File: config.mk
export PLATFORM = sky130hd
export DESIGN_NAME = control_fsm_main
export DESIGN_NICKNAME = d
export VERILOG_FILES = /design/src/rtl/control_fsm_main.sv
export SDC_FILE = /design/constraint.sdc
export NUM_CORES = 1
export LEC_CHECK = 0
export ABC_AREA = 1
export CORE_MARGIN = 2
export CORE_UTILIZATION = 25
export DETAILED_ROUTE_END_ITERATION = 6
export PLACE_DENSITY = 0.65
export SYNTH_ARGS = -nofsm -noshare
export SYNTH_HDL_FRONTEND = slang
export SYNTH_SLANG_ARGS = --single-unit
File: constraint.sdc
create_clock -name clk -period 2.5 [get_ports clk]
set_input_delay 0.5 -clock clk [delete_from_list [all_inputs] [get_ports clk]]
set_output_delay 0.5 -clock clk [all_outputs]
set_load 0.01 [all_outputs]
File: src/rtl/control_fsm_main.sv
// rtl/control_fsm_main.sv - multicycle RV32I main controller FSM
// Optional EXT_BRANCH_EN adds BLT/BGE/BLTU/BGEU; without it those funct3 values trap.
module control_fsm_main #(
  parameter int STATE_W = 5
) (
  input  logic       clk,
  input  logic       rst,
  input  logic [6:0] opcode,
  input  logic [2:0] funct3,
  input  logic [6:0] funct7,
  input  logic       zero_flag,
  output logic       adr_src,
  output logic       pc_write,
  output logic       ir_write,
  output logic       mem_write,
  output logic       reg_write,
  output logic       output_en,
  output logic [2:0] out_mux_sel,
  output logic [2:0] imm_sel,
  output logic [2:0] alu_src_a_sel,
  output logic [2:0] alu_src_b_sel,
  output logic [3:0] alu_ctrl,
  output logic       illegal
);

  typedef enum logic [STATE_W-1:0] {
    S_FETCH, S_DECODE, S_MEM_ADR, S_MEM_READ, S_MEM_WB, S_MEM_WRITE,
    S_EXEC_R, S_EXEC_I, S_ALU_WB, S_BRANCH, S_JALR_ADR, S_JUMP,
    S_LUI, S_AUIPC, S_TRAP
  } state_t;

  localparam logic [6:0] OP_LOAD   = 7'b0000011;
  localparam logic [6:0] OP_STORE  = 7'b0100011;
  localparam logic [6:0] OP_R      = 7'b0110011;
  localparam logic [6:0] OP_I      = 7'b0010011;
  localparam logic [6:0] OP_BRANCH = 7'b1100011;
  localparam logic [6:0] OP_JAL    = 7'b1101111;
  localparam logic [6:0] OP_JALR   = 7'b1100111;
  localparam logic [6:0] OP_LUI    = 7'b0110111;
  localparam logic [6:0] OP_AUIPC  = 7'b0010111;

  localparam logic [3:0] ALU_ADD  = 4'd0;
  localparam logic [3:0] ALU_SUB  = 4'd1;
  localparam logic [3:0] ALU_AND  = 4'd2;
  localparam logic [3:0] ALU_OR   = 4'd3;
  localparam logic [3:0] ALU_XOR  = 4'd4;
  localparam logic [3:0] ALU_SLL  = 4'd5;
  localparam logic [3:0] ALU_SRL  = 4'd6;
  localparam logic [3:0] ALU_SRA  = 4'd7;
  localparam logic [3:0] ALU_SLT  = 4'd8;
  localparam logic [3:0] ALU_SLTU = 4'd9;
  localparam logic [3:0] ALU_PASS = 4'd10;

  localparam logic [2:0] IMM_I = 3'd0;
  localparam logic [2:0] IMM_S = 3'd1;
  localparam logic [2:0] IMM_B = 3'd2;
  localparam logic [2:0] IMM_J = 3'd3;
  localparam logic [2:0] IMM_U = 3'd4;

  state_t state_q, state_d;

  logic pc_write_c, ir_write_c, mem_write_c, reg_write_c, output_en_c;

  logic unused_funct7;
  assign unused_funct7 = ^{funct7[6], funct7[4:0]};

  function automatic logic [3:0] alu_decode(input logic [2:0] f3, input logic alt);
    case (f3)
      3'b000:  return alt ? ALU_SUB : ALU_ADD;
      3'b001:  return ALU_SLL;
      3'b010:  return ALU_SLT;
      3'b011:  return ALU_SLTU;
      3'b100:  return ALU_XOR;
      3'b101:  return alt ? ALU_SRA : ALU_SRL;
      3'b110:  return ALU_OR;
      default: return ALU_AND;
    endcase
  endfunction

  always_ff @(posedge clk) begin
    if (!rst) state_q <= S_FETCH;
    else      state_q <= state_d;
  end

  always_comb begin
    state_d       = state_q;
    adr_src       = 1'b0;
    pc_write_c    = 1'b0;
    ir_write_c    = 1'b0;
    mem_write_c   = 1'b0;
    reg_write_c   = 1'b0;
    output_en_c   = 1'b1;
    out_mux_sel   = 3'd0;
    imm_sel       = IMM_I;
    alu_src_a_sel = 3'd0;
    alu_src_b_sel = 3'd0;
    alu_ctrl      = ALU_ADD;
    illegal       = 1'b0;
    case (state_q)
      S_FETCH: begin
        ir_write_c    = 1'b1;
        pc_write_c    = 1'b1;
        alu_src_a_sel = 3'd1;
        alu_src_b_sel = 3'd2;
        out_mux_sel   = 3'd1;
        state_d       = S_DECODE;
      end
      S_DECODE: begin
        // Speculative branch/jump target lands in alu_reg for later use.
        alu_src_b_sel = 3'd1;
        imm_sel       = (opcode == OP_JAL) ? IMM_J : IMM_B;
        case (opcode)
          OP_LOAD, OP_STORE: state_d = S_MEM_ADR;
          OP_R:              state_d = S_EXEC_R;
          OP_I:              state_d = S_EXEC_I;
          OP_BRANCH:         state_d = S_BRANCH;
          OP_JAL:            state_d = S_JUMP;
          OP_JALR:           state_d = S_JALR_ADR;
          OP_LUI:            state_d = S_LUI;
          OP_AUIPC:          state_d = S_AUIPC;
          default:           state_d = S_TRAP;
        endcase
      end
      S_MEM_ADR: begin
        alu_src_a_sel = 3'd2;
        alu_src_b_sel = 3'd1;
        imm_sel       = (opcode == OP_LOAD) ? IMM_I : IMM_S;
        state_d       = (opcode == OP_LOAD) ? S_MEM_READ : S_MEM_WRITE;
      end
      S_MEM_READ: begin
        adr_src = 1'b1;
        state_d = S_MEM_WB;
      end
      S_MEM_WB: begin
        out_mux_sel = 3'd2;
        reg_write_c = 1'b1;
        state_d     = S_FETCH;
      end
      S_MEM_WRITE: begin
        adr_src     = 1'b1;
        mem_write_c = 1'b1;
        state_d     = S_FETCH;
      end
      S_EXEC_R: begin
        alu_src_a_sel = 3'd2;
        alu_ctrl      = alu_decode(funct3, funct7[5]);
        state_d       = S_ALU_WB;
      end
      S_EXEC_I: begin
        alu_src_a_sel = 3'd2;
        alu_src_b_sel = 3'd1;
        alu_ctrl      = alu_decode(funct3, funct7[5] && (funct3 == 3'b101));
        state_d       = S_ALU_WB;
      end
      S_ALU_WB: begin
        reg_write_c = 1'b1;
        state_d     = S_FETCH;
      end
      S_BRANCH: begin
        alu_src_a_sel = 3'd2;
        alu_ctrl      = ALU_SUB;
        state_d       = S_FETCH;
        case (funct3)
          3'b000: pc_write_c = zero_flag;
          3'b001: pc_write_c = !zero_flag;
`ifdef EXT_BRANCH_EN
          3'b100: begin alu_ctrl = ALU_SLT;  pc_write_c = !zero_flag; end
          3'b101: begin alu_ctrl = ALU_SLT;  pc_write_c = zero_flag;  end
          3'b110: begin alu_ctrl = ALU_SLTU; pc_write_c = !zero_flag; end
          3'b111: begin alu_ctrl = ALU_SLTU; pc_write_c = zero_flag;  end
`endif
          default: state_d = S_TRAP;
        endcase
      end
      S_JALR_ADR: begin
        alu_src_a_sel = 3'd2;
        alu_src_b_sel = 3'd1;
        state_d       = S_JUMP;
      end
      S_JUMP: begin
        pc_write_c    = 1'b1;
        alu_src_b_sel = 3'd2;
        state_d       = S_ALU_WB;
      end
      S_LUI: begin
        alu_src_b_sel = 3'd1;
        imm_sel       = IMM_U;
        alu_ctrl      = ALU_PASS;
        state_d       = S_ALU_WB;
      end
      S_AUIPC: begin
        alu_src_b_sel = 3'd1;
        imm_sel       = IMM_U;
        state_d       = S_ALU_WB;
      end
      S_TRAP: begin
        output_en_c = 1'b0;
        illegal     = 1'b1;
      end
      default: state_d = S_TRAP;
    endcase
  end

  // Reset masks every write strobe so an abandoned instruction leaves no side effects.
  assign pc_write  = pc_write_c  & rst;
  assign ir_write  = ir_write_c  & rst;
  assign mem_write = mem_write_c & rst;
  assign reg_write = reg_write_c & rst;
  assign output_en = output_en_c & rst;

endmodule
==> results.cfg, run 1 <==
[global_routing]
grt_max_degree = 9
grt_pass1_vias = 792
grt_usage_pct = 11.7
antenna_found_initial = 0
grt_pass1_wl_um = 3110
grt_remaining_overflow = 0

[synth]
ys_ff_latch = 4
synth_area_leaders = nand2_1 (14%), nor2_1 (13%), dfxtp_1 (12%), nand3_1 (12%), inv_1 (12%)
async_flop_share_pct = 0
synth_area_leader_cell = nand2_1
yosys-top-cells-count = nand2_1 (26), nor2_1 (23), inv_1 (21)
synth_edf_count = 0
ys_types = 22
syn_area_um2 = 677
syn-mean-instance-area_um2 = 5.25
synth_top_area_share_pct = 14.4
ys.flop_type = dfxtp_1
yosysWarnings = 0
synth.yosys.seq_area_share_pct = 11.8
synthMostInstantiatedCell = nand2_1
syn_inst = 129

[place]
io_buffers = 33
place.gp.congestion = 0.809
dp_slack_ps = -108
numPlacedInstances = 198
dpl.hpwl_um = 1580
placed_area_um2 = 1080

[final_layout]
reg.largest.list = state_q (4)
largest_reg_flops = 4
num_antenna_cells = 0
fin_cells = 201
nNetsFinal = 193
largest-register = state_q
seq_area_um2 = 80.1
final_cell_area_um2 = 1100
area_growth_pct = 62.7
drive_gt1_share_pct = 16.4
nFillCells = 293
multi_input_comb_area_um2 = 477

[power_and_ir_drop]
power_uw = 942
power_density_nw_per_um2 = 855
vdd_drop_max_v = 0.000552
p_leak_nw = 0.568

[sta]
period_minus_slack_ps = 2410
skew_ps = 4.06
slew_viol_final = 0
max_freq_ghz = 0.415
fin_crit_sh_pct = 96.5
hold_violations = 0
fin_ws_ps = 88.5
rsz0062_at_grt = no
setup_viol_count_final = 0

[drt]
wire_per_inst_um = 8.98
ant_nets = 0
drtIter0Drc = 24
wl_um = 1810
vias = 913
drc = 0
viasPerCell = 4.54
dr.pass1.iters = 4

[worst_setup_path]
critPathKind = in2out
crit_arrival_ps = 1910
rr_endpoint = state_q[0]
cpMostUsedCell = clkdlybuf4s50_1
ff2ff_setup_slack_ps = 1340
worstReg2RegStart = state_q[3]
max_stage_delay_ps = 570
path_max_fanout = 8
end_kind = output port
crit_path_start_kind = input pin
cp.required_ps = 2000
reg2reg_depth = 7
slowest_stage = clkdlybuf4s50_1
worstPathCellList = clkdlybuf4s50_1, inv_1, a211oi_1, clkdlybuf4s50_1

[floorplan]
die_area_um2 = 3140
coreArea_um2 = 2520
fp.dieH_um = 56.0
start_util_pct = 26.8
fp.dieW_um = 56.0
num_rows = 18
io_pins = 43

[clock_tree]
clkLatencyLatePin_ps = 230
cts_tree = yes
clk_pin_slew_ps = 40
cts_made_buffers = 3
clock_path_buffers = 2
htreeDepth = 1
clock-root-buffer = clkbuf_4
cts.sinks = 4
ctsHoldBuffers = 0

[hold_path]
holdPathStages = 4
holdCritPathClass = reg2reg
worstHoldEndpoint = state_q[3]
min-delay-start = state_q[2]

[job]
cap_violations = 0

[run_status]
outcome = finished, final reports clean
[worst max path at each step]
| stage | slack [ps] | cells after the start | start | end |
|---|---|---|---|---|
| 2_1_floorplan | 930 | 5 | state_q[2] | pc_write |
| 3_5_place_dp | -110 | 7 | funct3[1] | pc_write |
| 3_3_place_gp | -60 | 7 | funct3[1] | pc_write |
| 5_1_grt | 9 | 7 | funct3[2] | alu_ctrl[0] |
| 6_report | 90 | 4 | rst | reg_write |
| 4_1_cts | 50 | 4 | funct3[2] | alu_ctrl[3] |
[placed cells by master, fill, tap and decap left out, drive strengths merged]
cell | synthesis | layout
a211oi | 2 | 2
a21oi | 2 | 2
a31oi | 2 | 2
buf | 3 | 7
clkbuf | 0 | 3
clkdlybuf4s50 | 0 | 27
conb | 1 | 3
dfxtp | 4 | 4
dlygate4sd2 | 0 | 5
dlymetal6s2s | 0 | 1
inv | 28 | 28
nand2 | 27 | 27
nand3 | 17 | 17
nand4 | 1 | 1
nor2 | 30 | 30
o2111ai | 2 | 2
o211ai | 1 | 1
o21ai | 7 | 7
o22ai | 1 | 1
o31ai | 1 | 1
[critical path, delay by kind of cell]
| family | cells | cell delay, ps |
|---|---|---|
| buffers and inverters | 3 | 1180 |
| AOI/OAI and AO/OA | 1 | 240 |
[per-stage QoR]
| stage | hold WS, ps | utilization, % | setup TNS [ps] |
|---|---|---|---|
| after global placement | 732 | 42.9 | -168 |
| after global routing | 803 | 43.7 | 0 |
| final | 735 | 43.7 | 0 |
| after detailed placement | 736 | 42.9 | -252 |
| after CTS | 740 | 43.6 | 0 |
| after floorplan | 598 | - | 0 |
[power breakdown]
part	leakage (nW)	switching (mW)	total, mW	internal [mW]
Clock	0.0138	0.0215	0.0748	0.0533
Combinational	0.521	0.387	0.730	0.343
Sequential	0.0330	0.0445	0.137	0.0924
[kinds of logic (layout without fill, tap and decap cells)]
kind of cell | count (synthesis) | in the layout | share of synthesized area, %
AO/OA/AOI/OAI | 18 | 18 | 17.0
buffers and inverters | 31 | 71 | 18.9
flip-flops | 4 | 4 | 11.8
other | 1 | 3 | 0.554
AND/OR/NAND/NOR | 75 | 75 | 51.8
[timing repair]
action / in CTS / in global routing
buffers inserted: 0 / 0
gates resized for setup: 6 / 3
setup endpoints to repair: 5 / 2
pin swaps: 0 / 0
[metal layers]
layer,global-route usage [%],wire length [µm],up-vias
met3,2.79,120,0
li1,-,-,495
met2,21.0,879,31
met5,0,0,-
met1,13.8,805,387
met4,3.06,0,0
[final cells by class]
cell class	count	area share, %
multi-input combinational	96	43.3
timing repair buffer	40	34.4
inverter	28	9.55
sequential	4	7.27
tap	30	3.41
clock buffer	3	2.05
Power figures use the tool's default switching activity.
==> inputs of run 2 (changes only) <==
--- a/config.mk
+++ b/config.mk
@@ -10,6 +10,8 @@
 export CORE_UTILIZATION = 25
 export DETAILED_ROUTE_END_ITERATION = 6
 export PLACE_DENSITY = 0.65
+export REMOVE_ABC_BUFFERS = 1
+export SETUP_SLACK_MARGIN = 0.05
 export SYNTH_ARGS = -nofsm -noshare
 export SYNTH_HDL_FRONTEND = slang
 export SYNTH_SLANG_ARGS = --single-unit
==> run 2 against run 1 <==
Compared with the run above: via count rose by 3.2%; first-iteration DRC count down 13%; sequential power hardly changed; critical path depth is the same; clock power grew 6.8%; utilization up 0.99 points; flip-flop and latch count is the same; largest cell class unchanged.
==> results.cfg, run 2 (synthesis results as in run 1) <==
[run_status]
outcome = finished, final reports clean

[drt]
drtIter0Drc = 21
viasPerCell = 4.64
drc = 0
dr.pass1.iters = 4
wire_per_inst_um = 10.1
ant_nets = 0
vias = 942
wl_um = 2050

[sta]
setup-tns-final_ps = 0
fin_crit_sh_pct = 95.6
max_freq_ghz = 0.418
period_minus_slack_ps = 2390
slew_viol_final = 0
setup_viol_count_final = 0
rsz0062_at_grt = no
hold_violations = 0
skew_ps = 7.05

[worst_setup_path]
path_max_fanout = 6
cp.required_ps = 2000
end_kind = output port
critPathKind = in2out
crit_arrival_ps = 1890
crit_path_start_kind = input pin

[floorplan]
io_pins = 43
die_area_um2 = 3140
start_util_pct = 26.8
num_rows = 18
coreArea_um2 = 2520
fp.dieW_um = 56.0
fp.dieH_um = 56.0

[final_layout]
nFillCells = 287
finish.utilization_pct = 44.6
largest-register = state_q
nNetsFinal = 195
largest_reg_flops = 4
drive_gt1_share_pct = 18.5
final_cell_area_um2 = 1130
reg.largest.list = state_q (4)
num_antenna_cells = 0
final_common_cell = nand2_1
area_growth_pct = 66.4
final_cell_mix = nand2_1 (26), clkdlybuf4s50_1 (25), nor2_1 (22)

[hold_path]
holdCritPathClass = reg2reg

[power_and_ir_drop]
p_leak_nw = 0.597
power_density_nw_per_um2 = 854
vdd_drop_max_v = 0.000577

[clock_tree]
htreeDepth = 1
clk_pin_slew_ps = 40
cts_tree = yes
clock-root-buffer = clkbuf_4
clock_path_buffers = 2
clkLatencyLatePin_ps = 240
cts.sinks = 4
postCtsSetupRepairBufs = 0
cts_made_buffers = 3

[place]
dpl.hpwl_um = 1750
place.gp.congestion = 0.815
io_buffers = 33
placed_area_um2 = 1100

[global_routing]
grt_pass1_vias = 837
antenna_found_initial = 0
grt_usage_pct = 12.7
grt_remaining_overflow = 0
grt_max_degree = 7
grt_pass1_wl_um = 3290

[job]
cap_violations = 0
==> run 2: worst paths after layout <==
| kind | from | to | slack [ps] | depth (start not counted) |
|---|---|---|---|---|
| setup / recovery | rst | reg_write | 110 | 4 |
| hold / removal | state_q[2] | state_q[3] | 750 | 4 |
| hold reg to reg | state_q[2] | state_q[3] | 750 | 4 |
| setup reg to reg | state_q[0] | state_q[3] | 1300 | 6 |
==> run 2: repair_timing <==
item / 4_1_cts / 5_1_grt
hold buffers: 0 / 0
endpoints found under the setup margin: 5 / 3
endpoints found under the hold margin: 0 / 0
gates resized for setup: 7 / 4
==> run 2: layout make-up <==
cell class | count | area [µm²] | share of cell area (%)
repair buffers | 42 | 395 | 35.1
inverters | 28 | 105 | 9.33
well taps | 30 | 37.5 | 3.33
multi-input cells | 96 | 485 | 43.1
flip-flops and latches | 4 | 80.1 | 7.11
clock buffers | 3 | 22.5 | 2.00
==> run 2: per-stage QoR <==
| step | worst slack [ps] | instances | total power [mW] | hold WS, ps |
|---|---|---|---|---|
| 3_5_place_dp | -105 | 200 | 0.898 | 751 |
| 6_report | 110 | 203 | 0.961 | 746 |
| 2_1_floorplan | 932 | 128 | 0.540 | 598 |
| 4_1_cts | 59.7 | 203 | 0.972 | 749 |
| 5_1_grt | 60.6 | 203 | 1.04 | 829 |
| 3_3_place_gp | -59.6 | 200 | 0.882 | 735 |
==> run 2: critical path, cell delays in order <==
cell	delay [ps]
clkdlybuf4s50_1	470
inv_1	110
a211oi_1	230
clkdlybuf4s50_1	570
==> run 2: report_power, final <==
part           internal (mW)  total, mW  switching, mW
clock network         0.0537     0.0799         0.0263
logic                  0.342      0.746          0.404
registers             0.0924      0.136         0.0433
==> run 2: layer usage <==
layer	track usage [%]	routed length [µm]	vias up
met1	13.4	845	412
met2	24.9	1060	32
met4	5.10	17	0
met3	1.40	131	2
met5	0	0	-
li1	-	-	496
